### config.mk
export PLATFORM = sky130hd
export DESIGN_NAME = agriculture_soc
export DESIGN_NICKNAME = d
export VERILOG_FILES = /design/src/rtl/agriculture_soc_pkg.sv /design/src/rtl/agri_lfsr_sensor.sv /design/src/rtl/agriculture_soc.sv
export SDC_FILE = /design/constraint.sdc
export NUM_CORES = 1
export LEC_CHECK = 0
export BUFFER_PORTS_ARGS = -buffer_cell sky130_fd_sc_hd__buf_2
export CORE_MARGIN = 2
export CORE_UTILIZATION = 53
export CTS_BUF_LIST = sky130_fd_sc_hd__clkbuf_16
export CTS_CLUSTER_SIZE = 24
export DETAILED_ROUTE_END_ITERATION = 7
export HOLD_SLACK_MARGIN = 0.05
export PLACE_DENSITY = 0.79
export SYNTH_ARGS = -nofsm -noshare
export SYNTH_HDL_FRONTEND = slang
export SYNTH_SLANG_ARGS = --single-unit
export TNS_END_PERCENT = 30
### constraint.sdc
create_clock -name clk -period 5.1 [get_ports clk]
set_input_delay 0.255 -clock clk [delete_from_list [all_inputs] [get_ports clk]]
set_output_delay 0.255 -clock clk [all_outputs]
set_load 0.02 [all_outputs]
### src/rtl/agriculture_soc_pkg.sv
// agriculture_soc_pkg: shared FSM states, LFSR mask, LED bit positions and filter depth
package agriculture_soc_pkg;
    typedef enum logic [1:0] {IDLE, SAMPLE, FILTER, DECIDE} state_e;
    localparam logic [15:0] LFSR_MASK = 16'hB400;
    localparam int LED_HB = 0;
    localparam int LED_PUMP = 1;
    localparam int LED_DRY = 2;
    localparam int LED_FAULT = 3;
    localparam int FILT_DEPTH = 4;
endpackage

### src/rtl/agri_lfsr_sensor.sv
// agri_lfsr_sensor: Galois LFSR soil-moisture model with advance enable and invalid-sample flag
module agri_lfsr_sensor
    import agriculture_soc_pkg::*;
#(
    parameter logic [15:0] SEED = 16'hACE1
) (
    input  logic       clk,
    input  logic       reset,
    input  logic       adv_i,
    output logic [7:0] sample_o,
    output logic       invalid_o
);
    logic [15:0] lfsr_q, lfsr_d;
    assign lfsr_d = lfsr_q[0] ? (lfsr_q >> 1) ^ LFSR_MASK : lfsr_q >> 1;
    assign sample_o = lfsr_q[7:0];
    assign invalid_o = (sample_o == 8'h00) || (sample_o == 8'hFF);
    // Shift register advances only when the controller accepts a tick
    always_ff @(posedge clk or posedge reset) begin
        if (reset) lfsr_q <= SEED;
        else if (adv_i) lfsr_q <= lfsr_d;
    end
endmodule

### src/rtl/agriculture_soc.sv
// agriculture_soc: tick-driven soil sensor, 4-sample averaging, pump/dry/fault/heartbeat LEDs; AGRI_SOC_HYSTERESIS_EN enables two-threshold pump control
module agriculture_soc
    import agriculture_soc_pkg::*;
#(
    parameter int          TICK_DIV  = 100,
    parameter logic [15:0] LFSR_SEED = 16'hACE1,
    parameter logic [7:0]  DRY_TH    = 8'd96,
    parameter logic [7:0]  WET_TH    = 8'd160,
    parameter int          HB_TICKS  = 8
) (
    input  logic       clk,
    input  logic       reset,
    output logic [3:0] LED
);
`ifdef AGRI_SOC_HYSTERESIS_EN
    localparam bit HYST_EN = 1'b1;
`else
    localparam bit HYST_EN = 1'b0;
`endif
    localparam int PW = $clog2(TICK_DIV);
    localparam int HW = $clog2(HB_TICKS + 1);
    logic [PW-1:0] pre_q;
    logic [HW-1:0] hb_q;
    logic          hb_led_q, pump_q, dry_q, fault_q, fault_led_q;
    state_e        state_q;
    logic [7:0]    win_q [FILT_DEPTH];
    logic [9:0]    sum_q, sum_d;
    logic [2:0]    vcnt_q;
    logic [7:0]    sample, avg;
    logic          invalid, tick, hb_wrap, adv, avg_ok, pump_d;
    assign tick = pre_q == PW'(TICK_DIV - 1);
    assign hb_wrap = hb_q == HW'(HB_TICKS - 1);
    assign adv = tick && (state_q == IDLE);
    assign avg = 8'(sum_q >> 2);
    assign avg_ok = vcnt_q == 3'(FILT_DEPTH);
    // Pump turns on below DRY_TH and, with hysteresis, stays on until the average reaches WET_TH
    assign pump_d = (avg < DRY_TH) || (HYST_EN && pump_q && (avg < WET_TH));
    assign LED[LED_HB] = hb_led_q;
    assign LED[LED_PUMP] = pump_q;
    assign LED[LED_DRY] = dry_q;
    assign LED[LED_FAULT] = fault_led_q;
    agri_lfsr_sensor #(.SEED(LFSR_SEED)) u_sensor (
        .clk      (clk),
        .reset    (reset),
        .adv_i    (adv),
        .sample_o (sample),
        .invalid_o(invalid)
    );
    // Window sum, registered during FILTER
    always_comb begin
        sum_d = '0;
        for (int i = 0; i < FILT_DEPTH; i++) sum_d = sum_d + 10'(win_q[i]);
    end
    // Free-running prescaler and heartbeat, independent of the FSM so the tick cadence never slips
    always_ff @(posedge clk or posedge reset) begin
        if (reset) begin
            pre_q <= '0;
            hb_q <= '0;
            hb_led_q <= 1'b0;
        end else begin
            pre_q <= tick ? '0 : pre_q + 1'b1;
            if (tick) begin
                hb_q <= hb_wrap ? '0 : hb_q + 1'b1;
                hb_led_q <= hb_led_q ^ hb_wrap;
            end
        end
    end
    // Sample pipeline: IDLE waits for a tick, SAMPLE screens and shifts, FILTER sums, DECIDE drives LEDs
    always_ff @(posedge clk or posedge reset) begin
        if (reset) begin
            state_q <= IDLE;
            for (int i = 0; i < FILT_DEPTH; i++) win_q[i] <= '0;
            sum_q <= '0;
            vcnt_q <= '0;
            fault_q <= 1'b0;
            fault_led_q <= 1'b0;
            pump_q <= 1'b0;
            dry_q <= 1'b0;
        end else begin
            case (state_q)
                IDLE: if (tick) state_q <= SAMPLE;
                SAMPLE: begin
                    fault_q <= invalid;
                    if (!invalid) begin
                        win_q[0] <= sample;
                        for (int i = 1; i < FILT_DEPTH; i++) win_q[i] <= win_q[i-1];
                        if (!avg_ok) vcnt_q <= vcnt_q + 1'b1;
                    end
                    state_q <= FILTER;
                end
                FILTER: begin
                    sum_q <= sum_d;
                    state_q <= DECIDE;
                end
                default: begin
                    pump_q <= avg_ok && pump_d;
                    dry_q <= avg_ok && (avg < (DRY_TH >> 1));
                    fault_led_q <= fault_q;
                    state_q <= IDLE;
                end
            endcase
        end
    end
endmodule

==> summary.txt <==
Clock tree
  • CTS Root Cell: clkbuf_16
  • Clk_lat worst skew: approximately 0.33 ns
  • Htree depth: 3
  • CTS Hold Buffers Added: 0
  • Clk sink count: 73
  • Max Buffers Root-to-Sink: 2
  • CTS clock-pin slew for the worst setup and hold paths: ~0.060 ns
  • CTS resizes: 0
  • Setup bufs post-CTS: 0
  • CTS tree: yes
  • CTS Buf Count: 9

Final layout
  • Ant diodes: 0
  • Most frequent cells in the layout: 65 x dfrtp_1, 55 x inv_1, 21 x mux2_2, 19 x mux2i_1
  • Area Growth Syn to Fin: 8.97%
  • Fraction of layout cells with a size suffix above 1: 18.8%
  • Fillers: just over 500
  • Commonest non-fill, non-tap cell in the layout: dfrtp_1
  • Area occupied by multi-input gates: approximately 1600 sq um
  • Final instance area: approximately 4000 sq um
  • Register area: approximately 1800 sq um
  • Final net count: 346

Floorplanning
  • Core ar.: 6790 sq um
  • I/O pin count: 6
  • Die Y: approximately 88 microns
  • Num rows: 30
  • Die area: about 7700 sq um
  • Die X: 88 microns
  • Initial Util: between 50 and 60%

Placement
  • Dpl hpwl: between 3 and 4 mm
  • Dpl cell area: about 3800 sq um
  • GP Congestion: 0.782
  • Input/output buffers: 5

STA
  • Count of final setup violators: 0
  • Hold slack: between 0.2 and 0.25 ns
  • Setup TNS: 0 ns
  • RSZ-0062 raised after global routing: false
  • Slew HR: 22.5%
  • Slew @ Worst Pin: between 1 and 1.5 ns
  • Max frequency: between 0.3 and 0.4 GHz
  • Final period utilization: a little under three fifths
  • Fin. Hold Viols: 0
  • Slew Viols, Final: 0
  • Final setup skew: around 0.008 ns
  • Period minus WS final: between 2 and 3 ns

GRT
  • Initial antenna violation count: 0
  • Vias in the first global route: 2162
  • Total GRT Usage: 16.6%
  • Grt total ovfl: 0
  • First-pass GRT wire length: 9.85 mm
  • Largest net degree at the start of global routing: 74

Route
  • Via density: between 5 and 6
  • DRT Pass-1 Iters: 6
  • Initial drt markers: just over 100
  • Wire per inst: 13.7 microns
  • Total wire length: 5.69 mm
  • DRC viols: 0
  • Post-route ant nets: 0
  • Vias post-DR: between 2k and 2.5k

Critical path
  • CP max FO: 4
  • Delay-heaviest family, CP: adder cells
  • Worst path max stage delay: 0.52 ns
  • CP arrival: 3.12 ns
  • CP Launch Type: register
  • Critical path class: reg -> reg
  • CP cell instances: inv_1 -> fa_1 -> fa_1 -> inv_1 -> ha_1 -> a211oi_1 -> o21bai_1 -> or3_1 -> a31o_2
  • CP max stage cell: fa_1
  • CP Data Required Time: between 5 and 6 ns
  • Setup crit end kind: register
  • Buf+Inv Stages, Crit Path: 2

Yosys
  • Top_reg_cell synth: dfrtp_1
  • Syn Nets: 340
  • Post-Syn Area: 3740 sq um
  • Yosys top cell by area: dfrtp_1
  • Synth Warn #: 0
  • Synthesized area per cell: between 10 and 15 sq um
  • Number of synthesized flops with an enable pin: 0
  • Ys async rst share: between 90% and 100%
  • Area share of the largest cell type after synthesis: 43.5%
  • Number of synthesized register bits: 73
  • Gate Count Post-Synth: between 300 and 400
  • Sequential share of the synthesized area: 49.1%
  • Netlist cell types: 47
  • Top cells by area, synth: dfrtp_1 43%, fa_1 8.0%, mux2_2 6.3%

Job
  • # Max-Cap Violations: 0

Pwr
  • VDD IR-drop max: 211 uV
  • Leak pwr: 1.88 nW
  • Pwr/cell area: around 280 nW/um^2

Run status
  • Status: completed

Hold path
  • Worst min-delay path category: in -> async
-- cell type report --
cell class | count | area share, %
Inverter | 53 | 4.88
Clock inverter | 7 | 0.675
Tap cell | 96 | 2.95
Clock buffer | 9 | 5.53
Multi-Input combinational cell | 171 | 40.1
Timing Repair Buffer | 6 | 0.798
Sequential cell | 73 | 45.1
-- synth_stat cells (4+ instances only) --
library cell / n
dfstp_2: 8
inv_1: 52
mux2_2: 21
nand2_1: 9
nand4_1: 7
ha_1: 15
fa_1: 15
mux2_4: 9
or3_1: 4
nand3_1: 4
buf_4: 4
mux2i_1: 19
dfrtp_1: 65
nor2_1: 9
o21ai_0: 12
xnor2_1: 9
-- report_power, final --
| part | internal, mW | leakage [nW] | switching [mW] | total (mW) |
|---|---|---|---|---|
| sequential | 0.580 | 0.977 | 0 | 0.580 |
| combinational | 0.000833 | 0.769 | 0.0108 | 0.0116 |
| clock | 0.317 | 0.139 | 0.213 | 0.530 |
-- tightest hold or removal path, delay by kind of cell --
| family | cells | cell delay [ns] |
|---|---|---|
| buffers and inverters | 3 | 0.81 |
-- metrics by stage --
step | power [mW] | util [%] | worst slack [ns] | cells
after floorplan | 0.598 | - | 2.39 | 308
after global placement | 0.602 | 56.3 | 2.31 | 399
after detailed placement | 0.602 | 56.3 | 2.24 | 399
after CTS | 1.14 | 60.0 | 2.19 | 415
after global routing | 1.16 | 60.0 | 2.04 | 415
final | 1.12 | 60.0 | 2.20 | 415
-- cells by family after synthesis --
family / count (synthesis) / share of synthesized area [%]
buffers and inverters: 64 / 7.33
AOI/OAI and AO/OA: 31 / 5.39
and+or+nand+nor: 51 / 7.76
adders and majority gates: 30 / 13.0
muxes: 49 / 15.0
DFF: 73 / 49.1
xor gates and xnor gates: 10 / 2.34
-- path summary, 6_finish.rpt --
check	startpoint	endpoint	slack, ns	cells past startpoint
setup / recovery	win_q[12]	sum_q[7]	2.20	9
setup reg to reg	win_q[12]	sum_q[7]	2.20	9
hold / removal	reset	vcnt_q[0]	0.21	3
hold reg to reg	u_sensor.lfsr_q[13]	u_sensor.lfsr_q[13]	0.48	2
max in group asynchronous	reset	pre_q[4]	4.33	3
min in group clk	u_sensor.lfsr_q[13]	u_sensor.lfsr_q[13]	0.48	2
-- flip-flops by register name, summed over array words and instances (netlist names) --
name and cells:
hb_q 4, win_q 32, dry_q 1, fault_q 1
pre_q 7, fault_led_q 1, state_q 2, sum_q 4
u_sensor.lfsr_q 16, hb_led_q 1, pump_q 1, vcnt_q 3
-- per-layer routing --
metal	up-vias	part of all wire, %	global-route usage (%)
met3	8	2.2	4.24
li1	1044	-	-
met4	0	1.1	6.15
met1	1021	46	21.5
met2	19	50	27.1
met5	-	0	0
(Power assumes the default switching activity.)
